[config.mk]
export PLATFORM = sky130hd
export DESIGN_NAME = param_sequencer
export DESIGN_NICKNAME = d
export VERILOG_FILES = /design/src/rtl/param_sequencer.sv
export SDC_FILE = /design/constraint.sdc
export NUM_CORES = 1
export LEC_CHECK = 0
export BUFFER_PORTS_ARGS = -buffer_cell sky130_fd_sc_hd__buf_2
export CORE_MARGIN = 2
export CORE_UTILIZATION = 59
export DETAILED_ROUTE_END_ITERATION = 8
export GPL_TIMING_DRIVEN = 0
export PLACE_DENSITY = 0.82
export SYNTH_ARGS = -nofsm -noshare
export SYNTH_HDL_FRONTEND = slang
export SYNTH_SLANG_ARGS = --single-unit
[constraint.sdc]
create_clock -name clk -period 4.76 [get_ports clk]
set_input_delay 0.714 -clock clk [delete_from_list [all_inputs] [get_ports clk]]
set_output_delay 0.714 -clock clk [all_outputs]
set_load 0.05 [all_outputs]
[src/rtl/param_sequencer.sv]
// Glitch-free parameter sequencer: shadows requested synth parameters, fades/ramps amplitude around commits.
// Optional FREQ_GLIDE_EN macro replaces the phase_inc step change with an exponential glide during RAMP.
module param_sequencer #(
    parameter logic [15:0] RAMP_STEP   = 16'h0100,
    parameter int          GLIDE_SHIFT = 6
) (
    input  logic        clk,
    input  logic        reset_n,
    input  logic        update_tick,
    input  logic        sample_strobe,
    input  logic [31:0] phase_inc_in,
    input  logic [15:0] amplitude_in,
    input  logic [1:0]  wave_select_in,
    input  logic [31:0] mod_phase_inc_in,
    input  logic [15:0] mod_depth_in,
    output logic [31:0] phase_inc_out,
    output logic [15:0] amplitude_out,
    output logic [1:0]  wave_select_out,
    output logic [31:0] mod_phase_inc_out,
    output logic [15:0] mod_depth_out,
    output logic        apply_tick,
    output logic        busy
);

    localparam logic [2:0] ST_IDLE     = 3'd0;
    localparam logic [2:0] ST_PENDING  = 3'd1;
    localparam logic [2:0] ST_FADE_OUT = 3'd2;
    localparam logic [2:0] ST_APPLY    = 3'd3;
    localparam logic [2:0] ST_RAMP     = 3'd4;

    localparam logic [31:0] RST_PHASE_INC     = 32'd18898;
    localparam logic [1:0]  RST_WAVE_SELECT   = 2'b00;
    localparam logic [31:0] RST_MOD_PHASE_INC = 32'd215;
    localparam logic [15:0] RST_MOD_DEPTH     = 16'h0200;

    generate
        if (GLIDE_SHIFT < 1 || GLIDE_SHIFT > 31) begin : g_bad_glide_shift
            $error("param_sequencer: GLIDE_SHIFT must be in 1..31");
        end
    endgenerate

    logic [2:0]  state_r, state_nxt_s;
    logic [31:0] sh_phase_inc_r, sh_mod_phase_inc_r;
    logic [15:0] sh_amplitude_r, sh_mod_depth_r;
    logic [1:0]  sh_wave_select_r;
    logic [31:0] phase_inc_r, mod_phase_inc_r, phase_inc_nxt_s;
    logic [15:0] amplitude_r, mod_depth_r, amp_nxt_s;
    logic [1:0]  wave_select_r;
    logic        apply_tick_r, busy_r;
    logic        phase_done_s;

    // An update landing in the APPLY cycle is committed directly, so outputs never lag the shadow
    logic [1:0]  sh_wave_nxt_s;
    logic [31:0] sh_mod_phase_nxt_s;
    logic [15:0] sh_mod_depth_nxt_s;
    assign sh_wave_nxt_s      = update_tick ? wave_select_in   : sh_wave_select_r;
    assign sh_mod_phase_nxt_s = update_tick ? mod_phase_inc_in : sh_mod_phase_inc_r;
    assign sh_mod_depth_nxt_s = update_tick ? mod_depth_in     : sh_mod_depth_r;

`ifdef FREQ_GLIDE_EN
    logic signed [32:0] pi_diff_s, pi_step_s, pi_sum_s;
    logic        [32:0] pi_mag_s;

    // Exponential glide of phase_inc toward the shadow target, one step per strobe in RAMP
    always_comb begin
        pi_diff_s       = $signed({1'b0, sh_phase_inc_r}) - $signed({1'b0, phase_inc_r});
        pi_mag_s        = pi_diff_s[32] ? 33'(-pi_diff_s) : 33'(pi_diff_s);
        pi_step_s       = pi_diff_s >>> GLIDE_SHIFT;
        pi_sum_s        = $signed({1'b0, phase_inc_r}) + pi_step_s;
        phase_inc_nxt_s = phase_inc_r;
        if (state_r == ST_RAMP && sample_strobe) begin
            if (pi_mag_s < (33'd1 << GLIDE_SHIFT)) begin
                phase_inc_nxt_s = sh_phase_inc_r;
            end else begin
                phase_inc_nxt_s = pi_sum_s[31:0];
            end
        end else begin
            phase_inc_nxt_s = phase_inc_r;
        end
    end
    assign phase_done_s = (phase_inc_r == sh_phase_inc_r);
`else
    logic [31:0] sh_phase_nxt_s;
    assign sh_phase_nxt_s = update_tick ? phase_inc_in : sh_phase_inc_r;

    // Step change of phase_inc at commit time
    always_comb begin
        if (state_r == ST_APPLY) begin
            phase_inc_nxt_s = sh_phase_nxt_s;
        end else begin
            phase_inc_nxt_s = phase_inc_r;
        end
    end
    assign phase_done_s = 1'b1;
`endif

    // Amplitude fade toward zero or ramp toward shadow, saturating and snapping within one step
    always_comb begin
        amp_nxt_s = amplitude_r;
        case (state_r)
            ST_FADE_OUT: begin
                if (sample_strobe) begin
                    amp_nxt_s = (amplitude_r > RAMP_STEP) ? amplitude_r - RAMP_STEP : 16'h0000;
                end else begin
                    amp_nxt_s = amplitude_r;
                end
            end
            ST_RAMP: begin
                if (!sample_strobe) begin
                    amp_nxt_s = amplitude_r;
                end else if (amplitude_r < sh_amplitude_r) begin
                    amp_nxt_s = (sh_amplitude_r - amplitude_r <= RAMP_STEP) ? sh_amplitude_r
                                                                            : amplitude_r + RAMP_STEP;
                end else if (amplitude_r > sh_amplitude_r) begin
                    amp_nxt_s = (amplitude_r - sh_amplitude_r <= RAMP_STEP) ? sh_amplitude_r
                                                                            : amplitude_r - RAMP_STEP;
                end else begin
                    amp_nxt_s = amplitude_r;
                end
            end
            default: amp_nxt_s = amplitude_r;
        endcase
    end

    // Sequencer next-state
    always_comb begin
        state_nxt_s = state_r;
        case (state_r)
            ST_IDLE: begin
                if (update_tick) state_nxt_s = ST_PENDING;
                else             state_nxt_s = ST_IDLE;
            end
            ST_PENDING: begin
                if (update_tick)         state_nxt_s = ST_PENDING;
                else if (!sample_strobe) state_nxt_s = ST_PENDING;
                else if (sh_wave_select_r != wave_select_r) state_nxt_s = ST_FADE_OUT;
                else                     state_nxt_s = ST_APPLY;
            end
            ST_FADE_OUT: begin
                if (amplitude_r == 16'h0000) state_nxt_s = ST_APPLY;
                else                         state_nxt_s = ST_FADE_OUT;
            end
            ST_APPLY: state_nxt_s = ST_RAMP;
            ST_RAMP: begin
                if (update_tick) state_nxt_s = ST_PENDING;
                else if (amplitude_r == sh_amplitude_r && phase_done_s) state_nxt_s = ST_IDLE;
                else             state_nxt_s = ST_RAMP;
            end
            default: state_nxt_s = ST_PENDING;
        endcase
    end

    // State, shadow set and registered outputs; reset triggers a soft-start ramp to full volume
    always_ff @(posedge clk or negedge reset_n) begin
        if (!reset_n) begin
            state_r            <= ST_PENDING;
            busy_r             <= 1'b1;
            apply_tick_r       <= 1'b0;
            sh_phase_inc_r     <= RST_PHASE_INC;
            sh_amplitude_r     <= 16'hFFFF;
            sh_wave_select_r   <= RST_WAVE_SELECT;
            sh_mod_phase_inc_r <= RST_MOD_PHASE_INC;
            sh_mod_depth_r     <= RST_MOD_DEPTH;
            phase_inc_r        <= RST_PHASE_INC;
            amplitude_r        <= 16'h0000;
            wave_select_r      <= RST_WAVE_SELECT;
            mod_phase_inc_r    <= RST_MOD_PHASE_INC;
            mod_depth_r        <= RST_MOD_DEPTH;
        end else begin
            state_r      <= state_nxt_s;
            busy_r       <= (state_nxt_s != ST_IDLE);
            apply_tick_r <= (state_nxt_s == ST_APPLY);
            if (update_tick) begin
                sh_phase_inc_r     <= phase_inc_in;
                sh_amplitude_r     <= amplitude_in;
                sh_wave_select_r   <= wave_select_in;
                sh_mod_phase_inc_r <= mod_phase_inc_in;
                sh_mod_depth_r     <= mod_depth_in;
            end
            phase_inc_r <= phase_inc_nxt_s;
            amplitude_r <= amp_nxt_s;
            if (state_r == ST_APPLY) begin
                wave_select_r   <= sh_wave_nxt_s;
                mod_phase_inc_r <= sh_mod_phase_nxt_s;
                mod_depth_r     <= sh_mod_depth_nxt_s;
            end
        end
    end

    assign phase_inc_out     = phase_inc_r;
    assign amplitude_out     = amplitude_r;
    assign wave_select_out   = wave_select_r;
    assign mod_phase_inc_out = mod_phase_inc_r;
    assign mod_depth_out     = mod_depth_r;
    assign apply_tick        = apply_tick_r;
    assign busy              = busy_r;

endmodule

Word level (Yosys, flattened, before mapping)
Index checks and enable logic that the tools add are counted.
{ "word_totals": {"register_bits": 201, "latch_bits": 0, "ram_bits": 0, "romBits": 0, "in_bits": 102, "output_inout_bits": 100, "wordCells": 57, "mem_count": 0} }
{ "op_classes": {"addsub": 4, "mul": 0, "n_div": 0, "n_lt_le_gt_ge": 5, "n_eq_ne": 10, "n_shift": 0, "mux": 20, "bitwise_logic": 0, "reduce_logical": 5} }
{ "ops": {"columns": ["operator", "n"], "rows": [
  ["$mux 16", 8],
  ["$mux 32", 2],
  ["$le 16x9->1 const B", 2],
  ["$pmux 16 s2", 1],
  ["$sub 16x16->16", 2],
  ["$add 16x9->16 const B", 1],
  ["$eq 16x16->1", 1],
  ["$gt 16x16->1", 1],
  ["$gt 16x9->1 const B", 1],
  ["$logic_not 16->1", 1],
  ["$lt 16x16->1", 1],
  ["$sub 16x9->16 const B", 1],
  ["$pmux 3 s5", 1],
  ["$eq 3x2->1 const B", 3],
  ["$mux 2", 3],
  ["$mux 3", 2],
  ["$ne 2x2->1 const B", 2],
  ["$reduce_and 4->1", 1],
  ["$eq 3x1->1 const B", 1],
  ["$eq 3x3->1 const B", 1],
  ["$logic_not 3->1", 1],
  ["$mux 1", 3],
  ["$ne 3x3->1 const B", 1],
  ["$reduce_bool 3->1", 1],
  ["2 further kinds", 2]
]} }

Longest topological paths before layout
Gate-level depths: netlist (run 1).
{ "logic_depth": {"ltp_word": 7, "mapped_depth": 14, "mapped_depth_nobuf": 12} }

Worst setup path after synthesis (run 1)
Ideal clock, no wire load.
{ "synth_path": {"path_kind": "register to register", "startpoint": "register amplitude_r[2] (netlist: amplitude_out[2])", "endpoint": "register amplitude_r[10] (netlist: amplitude_out[10])", "setup_time_ps": 121, "arrival_time_ps": 3507, "required_time_ps": 4639, "slack_ps": 1132, "stages_incl_launch_ff": 15, "n_path_buf": 2, "synth_period_minus_slack_ps": 3628, "path_cell_list": "dfrtp_1 -> inv_1 -> ha_1 -> buf_6 -> and4_4 -> a21boi_4 -> or4_4 -> a2111oi_4 -> a41oi_2 -> nor4_4 -> a21oi_2 -> buf_6 -> a221oi_2 -> nand2_1 -> a22o_1"} }
{ "synth_via": {"elab_chain_cells": 7, "word_cells_on_any_way": 19, "classes_between": "add/sub: 4; order compare: 5; eq/ne: 1; mux: 8; reduce/logical: 1"} }
{ "synth_rtl": {"columns": ["item", "line_no", "text"], "rows": [
  ["from (decl)", "47", "logic [15:0] amplitude_r, mod_depth_r, amp_nxt_s;"],
  ["from (signal assigned)", "181", "amplitude_r <= amp_nxt_s;"],
  ["$sub 16x16->16", "115", "amp_nxt_s = (amplitude_r - sh_amplitude_r <= RAMP_STEP) ? sh_amplitude_r"],
  ["$le 16x9->1", "115", null],
  ["$mux 16", "115", null],
  ["$mux 16", "114", "end else if (amplitude_r > sh_amplitude_r) begin"],
  ["$mux 16", "111", "end else if (amplitude_r < sh_amplitude_r) begin"],
  ["$mux 16", "109", "if (!sample_strobe) begin"],
  ["$pmux 16 s2", "100", "case (state_r)"]
]} }
Parallel ways exist; a longest one is shown, timed or not. The select of a mux whose other input is x is not followed.
A chain may end at the register's enable or synchronous reset.

Worst setup path after layout (run 1)
{ "layout_path": {"startpoint": "register amplitude_r[8] (netlist: amplitude_out[8])", "endpoint": "register amplitude_r[15] (netlist: amplitude_out[15])"} }
The elaborated chain is that of the path after synthesis.

==> metrics.txt, run 1 <==
Post-Synth XOR/XNOR Area between 1.5 and 2%; via count approximately 7,300; row cnt 47; gpl congestion 0.919; FF-to-FF Start amplitude_out[8]; clk_lat worst skew around 520 ps; Initial Util between 50% and 60%; post-synthesis compound-gate area fraction around 12%; drt initial violations 560; Max Cap Viol 0; RSZ-0062 raised after global routing false; die area ~0.018 mm²; final worst path period share between 80% and 90%; Final ANT Viol Nets 0; CP Cell Sequence inv_1 > ha_1 > buf_2 > nand2_1 > nor2_1 > o211ai_1 > a41oi_1 > nor2_1 > and2_1 > a221oi_1 > buf_2 > buf_2 > o21ai_0 > o211ai_1; WL/cell 20.1 µm; TritonCTS clock tree yes; largest family of logic cells by synthesized area multiplexers; Req. time, crit path 5200 ps; initial antenna violation count 8; vias per inst approximately 5.7; I/O pin count between 200 and 250; Syn Area/Cell 12.0 µm²; vias in the first global route 7,729; Area Overhead vs Synth 20.8%; cell count of the worst reg-to-reg path 14; post-route cell area about 0.012 mm²; Reg2Reg Setup Slack 680 ps; DP HPWL 17,900 µm; library cells used by synthesis 69; Simple-Gate Fraction of Synth Area between 7 and 8%; Adder-Cell Fraction of Synth Area roughly 4.5%; min Tclk post-route ~4100 ps; Critical Path Fanout Max 10; # nets final about 1,200; status finished, final reports clean; layout cells sized above 1 between 40 and 50%; CP max stage cell dfrtp_1; Die X between 100 and 150 µm; clock skew 6.49 ps; H-tree Lvls 1; clock buffer depth 3; Flop pwr share approximately a third; Worst Path Buf+Inv 4; Gate power share between 40% and 50%; Worst VDD drop about 750 µV; CTS Hold Buffers Added 0; Psw about 3.7 mW; Worst-path clk slew 60 ps; CP max stage delay roughly 570 ps; largest net degree at the start of global routing 120; P_int around 4.4 mW; Async SR Flop Fraction 100%; Port Buffer Count 200; Setup-failing EPs final 0; Sw Ratio ~45%; Worst Hold Class primary input to async pin; Mapped Nets about 950; Tot Pwr 8.05 mW; worst slew pin tran 738 ps; total power divided by cell area between 600 and 700 mW/mm²; critical path class register to register; CP most frequent cell buf_2; Final Max Tran Viols 0; Yosys reg bits approximately 200; WL final 25,700 µm; post-CTS setup buffers 0; fmax around 250 MHz; DRC Markers 0; Final Non-Filler Cells 1,277; grt ovf 0; Primary FF master, synth dfrtp_1; Slew HR 50.8%; 1st-pass router iterations 5; first-pass GRT wire length about 40,000 µm; Leak between 5 and 6 nW; worst r2r dst amplitude_out[15]; Total GRT Usage between 20% and 30%; die height 133 µm; post-synthesis instance total approximately 810; post-cts resize count 0; Clk pwr share between 20% and 30%; placed cell count 1,232; Setup crit start kind register; cell family with most CP delay compound AO/OA/AOI/OAI gates; dpl cell area roughly 0.011 mm²; multiplexer share of the synthesized area approximately a fifth; Core Box Area between 0.015 and 0.02 mm²; Post-synth EDFFs 0; Critical Path AT approximately 4500 ps; Root Driver clkbuf_16; Num CTS Buffers 22; clock sink total around 200; register area share after synthesis ~52%; Core Util, Final between 70% and 80%; CP endpoint kind register; endpoints failing hold 0; mapped cell area 0.00976 mm²; YS warnings 0
[flip-flops by register name, indices dropped and copies added, names as in the netlist, 2 cells and up]
register            count
mod_phase_inc_out      32
sh_wave_select_r        2
amplitude_out          16
wave_select_out         2
mod_depth_out          16
sh_amplitude_r         16
phase_inc_out          32
sh_mod_phase_inc_r     32
state_r                 3
sh_phase_inc_r         32
sh_mod_depth_r         16
[power by group through the flow]
| stage | Sequential [mW] | Clock [mW] | Combinational [mW] |
|---|---|---|---|
| 6_report | 2.59 | 1.64 | 3.81 |
| 3_3_place_gp | 2.55 | 0 | 3.71 |
| 5_1_grt | 2.65 | 1.73 | 4.03 |
| 4_1_cts | 2.59 | 1.67 | 3.81 |
| 3_5_place_dp | 2.58 | 0 | 3.77 |
| 2_1_floorplan | 3.93 | 0 | 1.47 |
[layout make-up]
cell class,count,area (µm²)
Buffer,40,180
Timing Repair Buffer,201,1040
Multi-Input combinational cell,528,4340
Antenna cell,5,12.5
Clock buffer,34,616
Fill cell,1178,4560
Tap cell,220,275
Sequential cell,201,5090
Inverter,42,158
Clock inverter,6,85.1
[placed cells by master (no fill, tap or decap), types with 35 or more instances in the layout]
| cell | netlist | routed |
|---|---|---|
| dfrtp_1 | 155 | 155 |
| nand2_1 | 54 | 54 |
| clkbuf_1 | 27 | 37 |
| mux2_2 | 165 | 165 |
| ha_1 | 35 | 35 |
| a21oi_1 | 36 | 36 |
| inv_1 | 42 | 42 |
| dfstp_2 | 46 | 46 |
| o21ai_0 | 38 | 38 |
| buf_2 | 9 | 208 |
[metrics by stage]
step | setup slack, ps | setup TNS, ps | hold WS (ps)
floorplan | 1130 | 0 | 418
global placement | -181 | -25390 | 477
detailed placement | 810 | 0 | 482
CTS | 773 | 0 | 199
global route | 331 | 0 | 226
finish | 684 | 0 | 171
[cells by family after synthesis]
group	Yosys count
buffers and inverters	82
DFF	201
and+or+nand+nor	148
AOI/OAI and AO/OA	159
adders and majority gates	35
muxes	168
xor gates and xnor gates	18
[routing by layer]
layer / track usage (%) / vias to the layer above / wire, µm
met5: 0 / - / 54
met4: 9.26 / 8 / 899
met3: 8.20 / 70 / 1940
met2: 52.5 / 270 / 13100
met1: 35.5 / 3623 / 9730
li1: - / 3356 / -
[worst register-to-register path, delay by kind of cell, from the launching register on]
family	cells	cell delay [ps]
compound gates	5	1160
buf+inv	4	1020
fa+ha+maj	1	380
flops	1	570
simple gates	4	860
[synthesized netlist by cell type (7+ instances only)]
cell,n,area (µm²)
a21o_1,8,60.1
a21oi_1,36,180
a22o_1,9,78.8
buf_2,9,45.0
clkbuf_1,27,101
dfrtp_1,155,3880
dfstp_2,46,1210
ha_1,35,438
inv_1,42,158
mux2_2,165,1860
nand2_1,54,203
nand3_1,15,75.1
nand4_1,13,81.3
nor2_1,29,109
nor2b_1,8,50.1
nor3_1,7,35.0
o211ai_1,7,52.6
o21ai_0,38,190
xnor2_1,11,96.3
xor2_1,7,61.3
[worst max-delay path by stage]
stage / from / cells after the start / endpoint
after global routing: amplitude_out[8] / 14 / amplitude_out[11]
after detailed placement: amplitude_out[8] / 14 / amplitude_out[15]
final: amplitude_out[8] / 14 / amplitude_out[15]
after global placement: reset_n / 1 / sh_phase_inc_r[20]
after CTS: amplitude_out[8] / 14 / amplitude_out[15]
after floorplan: amplitude_out[2] / 14 / amplitude_out[10]
Note: power is estimated with default switching activity, not from simulation.
==> run 2, diff against run 1 <==
- GPL_TIMING_DRIVEN: 0 -> not set
==> run 2 against run 1 <==
- cell area fell by 1.0%
- worst setup slack improved by 66 ps
- via count fell by 3.5%
- largest cell class unchanged
- clock skew rose by 2.1 ps
- first-iteration DRC count rose by 6.6%
- core utilization fell by 0.74 points
- cell count fell by 3.1%
- combinational power fell by 2%
- hold slack improved by 140 ps
- wire length fell by 7.4%
- largest power group unchanged
==> metrics.txt, run 2 (synthesized netlist as in run 1, its figures left out) <==
clock sink total 201 (unchanged); Core Box Area 0.0163 mm² (unchanged); RSZ-0062 raised after global routing false (unchanged); clock skew 8.64 ps (was 6.49 ps); clock buffer depth 3 (unchanged); Total GRT Usage 27.2% (was 29.8%); Critical Path Fanout Max 12 (was 10); Initial Util 59.7% (unchanged); commonest non-fill, non-tap cells in the layout buf_2, mux2_2, dfrtp_1, nand2_1, dfstp_2 (unchanged); via count 7,072 (was 7,327); DRC Markers 0 (unchanged); fmax 249 MHz (was 245 MHz); Worst-path clk slew 60 ps (about the same); status finished, final reports clean (unchanged); clk_lat worst skew 490 ps (was 520 ps); Worst Hold Class primary input to async pin (unchanged); total power divided by cell area 686 mW/mm² (was 683 mW/mm²); Sum Neg Setup Slack 0 ps (unchanged); worst slew pin tran 1120 ps (was 738 ps); FF-to-FF Start amplitude_out[8] (unchanged); Leak 5.37 nW (was 5.40 nW); Reg2Reg Setup Slack 750 ps (was 680 ps); Req. time, crit path 5180 ps (was 5200 ps); initial antenna violation count 3 (was 8); final worst path period share 84.2% (was 85.6%); drt initial violations 597 (was 560); vias per inst 5.72 (was 5.74); Max Cap Viol 0 (unchanged); Final ANT Viol Nets 0 (unchanged); CP endpoint kind register (unchanged); post-cts resize count 0 (unchanged); I/O pin count 202 (unchanged); Area Overhead vs Synth 19.5% (was 20.8%); CTS Hold Buffers Added 0 (unchanged); Tot Pwr 8.01 mW (was 8.05 mW); cell count of the worst reg-to-reg path 12 (was 14); largest net degree at the start of global routing 103 (was 120); Port Buffer Count 201 (was 200); WL final 23,800 µm (was 25,700 µm); Setup-failing EPs final 0 (unchanged); Final Max Tran Viols 0 (unchanged); vias in the first global route 7,407 (was 7,729); Fill cells 1,161 (was 1,178); die area 0.0176 mm² (unchanged); H-tree Lvls 1 (unchanged); layout cells sized above 1 45.9% (was 44.5%); post-CTS setup buffers 0 (unchanged); DP HPWL 16,700 µm (was 17,900 µm); min Tclk post-route 4010 ps (was 4080 ps); grt ovf 0 (unchanged); 1st-pass router iterations 5 (unchanged); endpoints failing hold 0 (unchanged); die height 133 µm (unchanged); Slew HR 25.4% (was 50.8%); first-pass GRT wire length 38,400 µm (was 41,200 µm); commonest non-fill, non-tap cell in the layout buf_2 (unchanged); # nets final 1,137 (was 1,173); row cnt 47 (unchanged); critical path class register to register (unchanged); Root Driver clkbuf_16 (unchanged); Worst VDD drop 600 µV (was 751 µV); TritonCTS clock tree yes (unchanged); worst r2r dst amplitude_out[5] (was amplitude_out[15]); gpl congestion 0.948 (was 0.919); Core Util, Final 71.4% (was 72.1%); WL/cell 19.3 µm (was 20.1 µm); Num CTS Buffers 21 (was 22); Die X 133 µm (unchanged); Setup crit start kind register (unchanged); Critical Path AT 4430 ps (was 4520 ps)
==> run 2: worst max-delay path by stage <==
stage,startpoint,end,slack [ps],depth (start not counted)
floorplan,amplitude_out[2],amplitude_out[10],1130,14
global placement,amplitude_out[8],amplitude_out[3],1000,12
detailed placement,amplitude_out[8],amplitude_out[4],900,12
CTS,amplitude_out[8],amplitude_out[5],870,12
global route,amplitude_out[8],amplitude_out[5],370,12
finish,amplitude_out[8],amplitude_out[5],750,12
==> run 2: final cells by class <==
type                    instances  area, µm²  area share [%]
repair buffers                206       1070            9.15
well taps                     220        275            2.36
clock inverters                 8        125            1.07
diodes                          2       5.00          0.0429
multi-input cells             528       4350            37.3
flip-flops and latches        201       5090            43.6
clock buffers                  30        599            5.14
inverters                      42        158            1.35
==> run 2: worst max-delay path, stage by stage, from the launching register on <==
cell	delay, ps
dfrtp_1	530
inv_1	190
ha_1	570
nand2_1	200
nor2_1	410
nor2_1	80
mux2i_1	140
a32oi_1	120
o211a_1	160
a21boi_1	800
nor2_1	140
nand2_1	370
a22o_1	220
==> run 2: report_power, final <==
part / switching [mW] / total, mW / internal (mW)
clock: 0.653 / 1.70 / 1.04
combinational: 2.59 / 3.75 / 1.16
sequential: 0.294 / 2.56 / 2.27
total: 3.54 / 8.01 / 4.47
==> run 2: layer usage <==
layer  wire length (µm)  GRT usage, %  vias to the layer above  part of all wire, %
li1                   -             -                     3285                    -
met1               9640          33.9                     3537                   40
met2              11800          46.0                      201                   49
met3               1810          8.93                       47                  7.6
met4                591          7.41                        2                  2.5
met5                 11             0                        -                0.046
==> run 2: through the flow <==
stage               std cells  setup WS, ps  hold slack [ps]  cell area, µm²
floorplan                 811          1130              418            9760
CTS                      1235           875              341           11700
finish                   1237           750              316           11700
detailed placement       1197           905              483           10900
global placement         1197          1000              477           10900
global route             1237           366              375           11700
